`src/rtl/reg_write_arbiter.sv`:
```
// Two-requester round-robin arbiter that forwards one register-file write per cycle.
// Writes to register 0 are accepted but discarded and counted in a saturating counter.
module reg_write_arbiter #(
   parameter int DW = 32,
   parameter int AW = 5,
   parameter int CW = 8
) (
   input  logic          clk,
   input  logic          rst,
   input  logic          req0_valid,
   input  logic [AW-1:0] req0_addr,
   input  logic [DW-1:0] req0_data,
   input  logic          req1_valid,
   input  logic [AW-1:0] req1_addr,
   input  logic [DW-1:0] req1_data,
   output logic          req0_ready,
   output logic          req1_ready,
   output logic          regWrite,
   output logic [AW-1:0] A3,
   output logic [DW-1:0] WD,
   output logic          grant_id,
   output logic [CW-1:0] drop_cnt
);

   logic          lp;
   logic          grant0;
   logic          grant1;
   logic          xfer;
   logic          gid;
   logic [AW-1:0] sel_addr;
   logic [DW-1:0] sel_data;

   // On contention the requester that did not win last time gets the slot.
   always_comb begin
      grant0 = 1'b0;
      grant1 = 1'b0;
      if (rst) begin
         if (req0_valid && req1_valid) begin
            if (lp) grant0 = 1'b1;
            else    grant1 = 1'b1;
         end else if (req0_valid) begin
            grant0 = 1'b1;
         end else if (req1_valid) begin
            grant1 = 1'b1;
         end
      end
   end

   assign req0_ready = grant0;
   assign req1_ready = grant1;
   assign xfer       = grant0 | grant1;
   assign gid        = grant1;
   assign sel_addr   = grant1 ? req1_addr : req0_addr;
   assign sel_data   = grant1 ? req1_data : req0_data;

   // lp resets to 1 so that req0 wins the first contended cycle after reset.
   always_ff @(posedge clk) begin
      if (!rst) begin
         regWrite <= 1'b0;
         A3       <= '0;
         WD       <= '0;
         grant_id <= 1'b0;
         drop_cnt <= '0;
         lp       <= 1'b1;
      end else begin
         regWrite <= 1'b0;
         if (xfer) begin
            lp       <= gid;
            grant_id <= gid;
            if (sel_addr != '0) begin
               regWrite <= 1'b1;
               A3       <= sel_addr;
               WD       <= sel_data;
            end else if (drop_cnt != '1) begin
               drop_cnt <= drop_cnt + CW'(1);
            end
         end
      end
   end

endmodule

```
`config.mk`:
```
export PLATFORM = sky130hd
export DESIGN_NAME = reg_write_arbiter
export DESIGN_NICKNAME = d
export VERILOG_FILES = /design/src/rtl/reg_write_arbiter.sv
export SDC_FILE = /design/constraint.sdc
export NUM_CORES = 1
export LEC_CHECK = 0
export CAP_MARGIN = 30
export CORE_MARGIN = 4
export CORE_UTILIZATION = 34
export CTS_CLUSTER_SIZE = 14
export DETAILED_ROUTE_END_ITERATION = 10
export PLACE_DENSITY = 0.82
export SETUP_SLACK_MARGIN = 0.02
export SYNTH_ARGS = -nofsm -noshare
export SYNTH_HDL_FRONTEND = slang
export SYNTH_SLANG_ARGS = --single-unit
```
`constraint.sdc`:
```
create_clock -name clk -period 1.75 [get_ports clk]
set_input_delay 0.4375 -clock clk [delete_from_list [all_inputs] [get_ports clk]]
set_output_delay 0.4375 -clock clk [all_outputs]
set_load 0.005 [all_outputs]
```
# ---- Word-level counts from Yosys, hierarchy flattened
# Index checks and enable logic that the tools add are counted.
dict set report classes {
  mux 12
  order_cmp 0
  n_reduce_logical 5
  shift 0
  div_mod_pow 0
  mul 0
  bitwise_logic 2
  add_sub_neg 1
  eq_ne 1
}
# cell count
set op_table {}
lappend op_table {{$mux 32} 1}
lappend op_table {{$mux 1} 10}
lappend op_table {{$add 8x1->8 const B} 1}
lappend op_table {{$ne 8x8->1 const B} 1}
lappend op_table {{$mux 5} 1}
lappend op_table {{$reduce_bool 5->1} 1}
lappend op_table {{$reduce_and 2->1} 2}
lappend op_table {{$reduce_and 3->1} 1}
lappend op_table {{$logic_and 1x1->1} 1}
lappend op_table {{$not 1->1} 1}
lappend op_table {{$or 1x1->1} 1}
dict set report word_totals {
  wordCells 27
  reg_bits 48
  n_memories 0
  mem_bits_rw 0
  inputBits 78
  latch_bits 0
  romBits 0
}

# ---- Longest topological paths before layout
# Gate-level depths: netlist of the first run.
dict set report logic_depth {
  ltp_word 8
  depth_mapped 7
  ltp_nobuf 6
}

# ---- Worst setup path before layout of the first run
# No wires, ideal clock.
dict set report synth_path {
  kind {input-to-reg}
  startpoint {in req0_addr[3]}
  endpoint {reg drop_cnt[2]}
  slack_ps -122
  path_stages 6
  path_buffers 1
  arrival_ps 1746
  required_time_ps 1624
  path_cell_list {or4_1 -> a211oi_2 -> o21ai_2 -> clkbuf_1 -> o211ai_1 -> o31ai_1}
}
dict set report synth_between {
  elab_chain_cells 4
}
# element line
set synth_rtl {}
lappend synth_rtl {{start, declared} 11} ;# input logic [AW-1:0] req0_addr,
lappend synth_rtl {{$mux 5} 53} ;# assign sel_addr = grant1 ? req1_addr : req0_addr;
lappend synth_rtl {{$reduce_bool 5->1} 70} ;# if (sel_addr != '0) begin
lappend synth_rtl {{$not 1->1 (no line)} --}
lappend synth_rtl {{$reduce_and 3->1 (no line)} --}
lappend synth_rtl {{end signal, assigned} 75} ;# drop_cnt <= drop_cnt + CW'(1);
lappend synth_rtl {{end, declared} 22} ;# output logic [CW-1:0] drop_cnt
# No other way between the ends.
# A chain may end at the register's enable or synchronous reset.

# ---- Final worst setup path of the first run
dict set report layout_path {
  startpoint {in req1_addr[2]}
  endpoint {reg WD[7]}
}
dict set report layout_between {
  elab_chain_cells 3
}
# element line
set layout_rtl {}
lappend layout_rtl {{start, declared} 14} ;# input logic [AW-1:0] req1_addr,
lappend layout_rtl {{$mux 5} 53}
lappend layout_rtl {{$reduce_bool 5->1} 70}
lappend layout_rtl {{$reduce_and 2->1 (no line)} --}
lappend layout_rtl {{end signal, assigned} 73} ;# WD <= sel_data;
lappend layout_rtl {{end, declared} 20} ;# output logic [DW-1:0] WD,
# No other way between the ends.

==> results.sh, run 1 <==
export IMPL_end_kind="flop"
export IMPL_cp_required_ns=1.94
export IMPL_synth_compound_area_frac=0.170
export IMPL_place_port_buffers=126
export IMPL_final_cell_area_mm2=0.00431
export IMPL_via_per_inst=4.99
export IMPL_switchingPower_mw=0.703
export IMPL_cts_buffer_depth=2
export IMPL_finalPower_mw=2.75
export IMPL_worst_setup_path_type="in -> reg"
export IMPL_diodes=0
export IMPL_status="finished, violations left"
export IMPL_die_area_mm2=0.00785
export IMPL_power_density_mw_per_mm2=638
export IMPL_dp_slack_ns=-0.633
export IMPL_chipHeight_um=88.6
export IMPL_internal_power_mw=2.04
export IMPL_synth_simple_area_share=0.159
export IMPL_p_seq_frac=0.451
export IMPL_placedCellCount=429
export IMPL_fp_dieW_um=88.6
export IMPL_p_comb_frac=0.303
export IMPL_drt_initial_drc_count=50
export IMPL_area_growth_syn_to_layout_pct=95.0
export IMPL_placed_cell_area_mm2=0.00364
export IMPL_wl_per_cell_um=15.5
export IMPL_synth_xor_area_frac=0
export IMPL_peakVddDrop_v=0.000345
export IMPL_final_period_utilization=1.05
export IMPL_dp_hpwl_mm=4.73
export IMPL_grt_pass1_wl_mm=10.9
export IMPL_reg2regPathDepth=10
export IMPL_synthMuxAreaShare=0.168
export IMPL_fin_crit_ns=1.83
export IMPL_clk_latency_ns=0.29
export IMPL_groute_usage_overall=0.177
export IMPL_syn_instance_count=229
export IMPL_htreeDepth=2
export IMPL_dr_total_vias=2317
export IMPL_gp_congestion=0.747
export IMPL_root_buffer="clkbuf_8"
export IMPL_crit_path_max_fanout=5
export IMPL_cts_buffers=5
export IMPL_cts_tree="built"
export IMPL_synthAdderAreaFrac=0.00566
export IMPL_core_area_mm2=0.00631
export IMPL_cts_reportedPaths_clkPinSlew_ns=0.08
export IMPL_hold_viol_final=0
export IMPL_drive_gt1_frac=0.328
export IMPL_critPathLaunchType="input port"
export IMPL_fin_nets=465
export IMPL_drtPass1Iterations=4
export IMPL_grt_pass1_vias=2284
export IMPL_rows=29
export IMPL_fillers=519
export IMPL_violations="setup timing"
export IMPL_post_route_drc_count=0
export IMPL_synth_top_family_by_area="compound AO/OA/AOI/OAI gates"
export IMPL_worst_slack_ns=-0.0849
export IMPL_grt_setup_unrepaired="yes"
export IMPL_yosys_warnings=0
export IMPL_fin_hold_ws_ns=0.415
export IMPL_arrival_ns=2.03
export IMPL_yosysUniqueCellTypes=28
export IMPL_p_clk_frac=0.246
export IMPL_wl_mm=7.18
export IMPL_setup_viol=19
export IMPL_switching_share=0.256
export IMPL_holdBufCountCts=0
export IMPL_initial_core_util=0.350
export IMPL_syn_area_mm2=0.00221
export IMPL_cts_num_sinks=48
export IMPL_syn_nets=308
export IMPL_maxSlewHeadroom=0.732
export IMPL_tns_ns=-1.28
export IMPL_seq_area_frac_synth=0.435
export IMPL_tightest_slew_ns=0.402
export IMPL_maxCapViolCount=0
export IMPL_worst_clock_skew_ns=0.00179
export IMPL_grt_overflow_total=0
export IMPL_synth_seq_cells=48
export IMPL_antenna_left=0
export IMPL_cellLeakagePower_nw=1.86
export IMPL_grt_max_degree=38
export IMPL_syn_area_per_cell_um2=9.65
export IMPL_io_pins=127
export IMPL_stdcell_count=464
export IMPL_final_util=0.683
export IMPL_hold_class="in -> reg"
export IMPL_fmax_ghz=0.545
export IMPL_grt_antenna_before_repair=0
export IMPL_slew_viol_final=0
export IMPL_holdPathStages=3
-- power by group through the flow --
stage | sequential (mW) | combinational (mW) | clock, mW
floorplan | 1.26 | 0.242 | 0
global placement | 1.25 | 0.644 | 0
detailed placement | 1.26 | 0.655 | 0
CTS | 1.24 | 0.822 | 0.695
global route | 1.25 | 0.887 | 0.742
finish | 1.24 | 0.832 | 0.676
-- cell type report --
type                    count  area (µm²)  share of cell area
clock buffers               8        90.1              0.0209
multi-input cells         159        1320               0.306
well taps                  77        96.3              0.0224
repair buffers            168        1820               0.422
flip-flops and latches     48         971               0.225
inverters                   4        15.0             0.00348
-- cells by family (layout without fill, tap and decap cells) --
logic type      Yosys count  in the layout
compound gates           58             58
fa+ha+maj                 1              1
simple gates             63             63
buf+inv                  22            180
mux                      37             37
flops                    48             48
-- cells in the mapped netlist --
cell type   n  area share
dfxtp_1    48        0.43
nand3_1    43       0.097
mux2i_1    37        0.17
o21ai_1    26       0.059
o21ai_2    17       0.067
a21oi_1     6       0.014
buf_6       6       0.031
or3_1       6       0.017
and3_1      4       0.011
clkbuf_1    4      0.0068
buf_1       3      0.0051
buf_2       3      0.0068
nand2b_1    3      0.0085
o21ai_0     3      0.0068
buf_4       2      0.0068
inv_1       2      0.0034
inv_2       2      0.0034
nand2_1     2      0.0034
nand3_2     2      0.0091
or4_1       2      0.0068
a211oi_2    1      0.0057
a21bo_2     1      0.0045
a21boi_1    1      0.0034
a31oi_1     1      0.0028
ha_1        1      0.0057
nor4_2      1      0.0057
o211ai_1    1      0.0034
o31ai_1     1      0.0034
-- cells in the final DEF (no fill, tap or decap), types with 2 or more instances in the layout --
master / count
o21ai_1: 18
and3_1: 4
mux2i_1: 37
buf_2: 4
o21ai_2: 25
buf_8: 2
buf_6: 10
buf_16: 6
dfxtp_1: 42
clkbuf_1: 2
inv_1: 2
or4_4: 2
dfxtp_2: 5
or3_1: 5
nand2b_1: 3
clkbuf_16: 2
buf_4: 19
clkbuf_8: 7
dlymetal6s2s_1: 2
o21ai_0: 2
buf_12: 5
inv_2: 2
nand3_2: 26
nand3_1: 19
a21oi_1: 6
clkbuf_2: 3
clkdlybuf4s15_1: 2
clkdlybuf4s50_1: 111
-- worst paths after layout --
kind / start / to / slack [ns]
worst max register to register: lp$_SDFFE_PN1P_ / WD[7]$_SDFFE_PN0P_ / -0.07
worst min-delay path: req0_addr[4] / A3[4]$_SDFFE_PN0P_ / 0.41
worst min register to register: WD[18]$_SDFFE_PN0P_ / WD[18]$_SDFFE_PN0P_ / 0.46
worst max-delay path: req1_addr[2] / WD[7]$_SDFFE_PN0P_ / -0.08
-- timing repair --
| action | in CTS | in global routing |
|---|---|---|
| buffers inserted | 19 | 3 |
| resized for setup | 67 | 42 |
| cloned | 9 | 2 |
| pin swaps | 9 | 15 |
| setup endpoints to repair | 49 | 53 |
-- state kept, by name, indices dropped and copies added, names as in the netlist --
signal / count
A3: 5
WD: 32
drop_cnt: 8
grant_id: 1
lp: 1
regWrite: 1
-- layer usage --
metal,track usage,vias to the layer above,routed length [µm]
li1,-,1154,-
met1,0.211,1064,2870
met2,0.311,88,3630
met3,0.0493,11,591
met4,0.0522,0,89
met5,0,-,0
-- worst max-delay path, cell delays in order --
cell and delay, ns:
clkdlybuf4s50_1 0.54, nor4_4 0.07, or3_4 0.35, buf_6 0.13, buf_6 0.11, buf_6 0.12, buf_16 0.13, nand3_2 0.07
o21ai_2 0.05
Note: power is estimated with default switching activity, not from simulation.
==> run 2, diff against run 1 <==
--- a/config.mk
+++ b/config.mk
@@ -7,11 +7,12 @@
 export LEC_CHECK = 0
 export CAP_MARGIN = 30
 export CORE_MARGIN = 4
-export CORE_UTILIZATION = 34
+export CORE_UTILIZATION = 35
 export CTS_CLUSTER_SIZE = 14
 export DETAILED_ROUTE_END_ITERATION = 10
-export PLACE_DENSITY = 0.82
+export PLACE_DENSITY = 0.81
 export SETUP_SLACK_MARGIN = 0.02
+export SKIP_CTS_REPAIR_TIMING = 1
 export SYNTH_ARGS = -nofsm -noshare
 export SYNTH_HDL_FRONTEND = slang
 export SYNTH_SLANG_ARGS = --single-unit
==> constraint.sdc (replaced) <==
create_clock -name clk -period 1.9 [get_ports clk]
set_input_delay 0.475 -clock clk [delete_from_list [all_inputs] [get_ports clk]]
set_output_delay 0.475 -clock clk [all_outputs]
set_load 0.005 [all_outputs]
==> results.sh, run 2 (synthesized netlist as in run 1, its figures left out) <==
export IMPL_critPathLaunchType="input port"
export IMPL_fillers=498
export IMPL_maxCapViolCount=0
export IMPL_worst_clock_skew_ns=0.00196
export IMPL_finalPower_mw=2.44
export IMPL_cts_buffer_depth=2
export IMPL_cts_num_sinks=48
export IMPL_reg2reg_slack_ns=0.07
export IMPL_hold_class="in -> reg"
export IMPL_grt_setup_unrepaired="yes"
export IMPL_dp_hpwl_mm=4.83
export IMPL_root_buffer="clkbuf_8"
export IMPL_cts_buffers=5
export IMPL_cts_reportedPaths_clkPinSlew_ns=0.09
export IMPL_cpPeakStageDelay_ns=0.54
export IMPL_drtPass1Iterations=4
export IMPL_via_per_inst=5.14
export IMPL_chipHeight_um=87.5
export IMPL_fmax_ghz=0.527
export IMPL_power_density_mw_per_mm2=612
export IMPL_drive_gt1_frac=0.256
export IMPL_diodes=0
export IMPL_setup_viol=0
export IMPL_groute_usage_overall=0.155
export IMPL_arrival_ns=2.14
export IMPL_internal_power_mw=1.80
export IMPL_io_pins=127
export IMPL_hold_viol_final=0
export IMPL_fin_nets=445
export IMPL_cp_required_ns=2.14
export IMPL_p_clk_frac=0.261
export IMPL_slowest_stage="or4_4"
export IMPL_place_port_buffers=126
export IMPL_final_cell_mix="clkdlybuf4s50_1, dfxtp_1, mux2i_1"
export IMPL_placed_cell_area_mm2=0.00356
export IMPL_tightest_slew_ns=0.458
export IMPL_grt_pass1_vias=2069
export IMPL_area_growth_syn_to_layout_pct=80.6
export IMPL_crit_path_max_fanout=8
export IMPL_reg2regPathDepth=6
export IMPL_grt_antenna_before_repair=0
export IMPL_switching_share=0.262
export IMPL_stdcell_count=442
export IMPL_p_seq_frac=0.467
export IMPL_rr_endpoint="drop_cnt[4]$_SDFFE_PN0P_"
export IMPL_rr_startpoint="drop_cnt[0]$_SDFFE_PN0P_"
export IMPL_die_area_mm2=0.00765
export IMPL_largest_register="WD"
export IMPL_fin_crit_ns=1.90
export IMPL_cp_cell_sequence="buf_6 > or4_4 > nor4_4 > or3_4 > clkbuf_16 > nand3_1 > o21ai_2"
export IMPL_clk_latency_ns=0.29
export IMPL_final_period_utilization=0.999
export IMPL_fin_hold_ws_ns=0.458
export IMPL_slew_viol_final=0
export IMPL_rows=28
export IMPL_initial_core_util=0.367
export IMPL_grt_max_degree=63
export IMPL_switchingPower_mw=0.639
export IMPL_drt_initial_drc_count=67
export IMPL_min_from="rst"
export IMPL_dp_slack_ns=-0.594
export IMPL_maxSlewHeadroom=0.695
export IMPL_post_route_drc_count=0
export IMPL_wl_mm=7.19
export IMPL_status="completed"
export IMPL_antenna_left=0
export IMPL_largestRegisters="WD (32), drop_cnt (8), A3 (5)"
export IMPL_gp_congestion=0.854
export IMPL_htreeDepth=2
export IMPL_dr_total_vias=2272
export IMPL_final_cell_area_mm2=0.00399
export IMPL_cp_startpoint="req1_addr[1]"
export IMPL_core_area_mm2=0.00603
export IMPL_holdPathStages=2
export IMPL_grt_pass1_wl_mm=9.50
export IMPL_wl_per_cell_um=16.3
export IMPL_p_comb_frac=0.272
export IMPL_largest_reg_flops=32
export IMPL_cts_tree="built"
export IMPL_placedCellCount=426
export IMPL_end_kind="flop"
export IMPL_final_common_cell="clkdlybuf4s50_1"
export IMPL_worst_slack_ns=0.00142
export IMPL_grt_overflow_total=0
export IMPL_fp_dieW_um=87.5
export IMPL_hold_end="lp$_SDFFE_PN1P_"
export IMPL_cellLeakagePower_nw=1.73
export IMPL_peakVddDrop_v=0.000278
export IMPL_worst_setup_path_type="in -> reg"
## run 2: cell types whose count changed in the layout (fill, tap and decap cells not counted), moves of 3 or more
cell            previous run  this run
o21ai_1                   18        24
buf_2                      4         1
dlymetal6s2s_1             2         7
buf_6                     10         5
buf_4                     19        12
buf_16                     6         0
a21oi_1                    6         3
a21oi_2                    0         3
o21ai_2                   25        19
dfxtp_2                    5         0
dfxtp_1                   42        48
## run 2: power by group through the flow
stage	logic [mW]	registers [mW]	clock network, mW
finish	0.665	1.14	0.636
global route	0.717	1.15	0.692
CTS	0.595	1.13	0.649
detailed placement	0.593	1.15	0
global placement	0.581	1.15	0
floorplan	0.213	1.16	0
## run 2: worst max path at each step
stage	to
6_report	WD[0]$_SDFFE_PN0P_
5_1_grt	WD[29]$_SDFFE_PN0P_
4_1_cts	req1_ready
3_5_place_dp	drop_cnt[3]$_SDFFE_PN0P_
3_3_place_gp	drop_cnt[7]$_SDFFE_PN0P_
2_1_floorplan	A3[0]$_SDFFE_PN0P_
## run 2: metrics by stage
step / setup TNS (ns) / utilization
global route: -1.17 / 0.662
CTS: -12.87 / 0.606
floorplan: 0 / -
detailed placement: -26.03 / 0.590
global placement: -23.16 / 0.590
finish: 0 / 0.662
## run 2: critical path, delay by kind of cell
kind            cells  cell delay [ns]
compound gates      1             0.06
buf+inv             2             0.30
simple gates        4             1.30
## run 2: cell type report
| cell class | count | area (µm²) | share of cell area |
|---|---|---|---|
| well taps | 75 | 93.8 | 0.0235 |
| clock inverters | 1 | 7.51 | 0.00188 |
| clock buffers | 7 | 86.3 | 0.0216 |
| inverters | 4 | 15.0 | 0.00376 |
| multi-input cells | 159 | 1300 | 0.326 |
| repair buffers | 148 | 1530 | 0.382 |
| flip-flops and latches | 48 | 961 | 0.241 |
## run 2: routing by layer
metal / share of wire / GRT usage / vias to the layer above
met3: 0.099 / 0.0634 / 7
met4: 0.0090 / 0.0418 / 0
met2: 0.50 / 0.260 / 87
li1: - / - / 1113
met1: 0.39 / 0.183 / 1065
met5: 0 / 0 / -
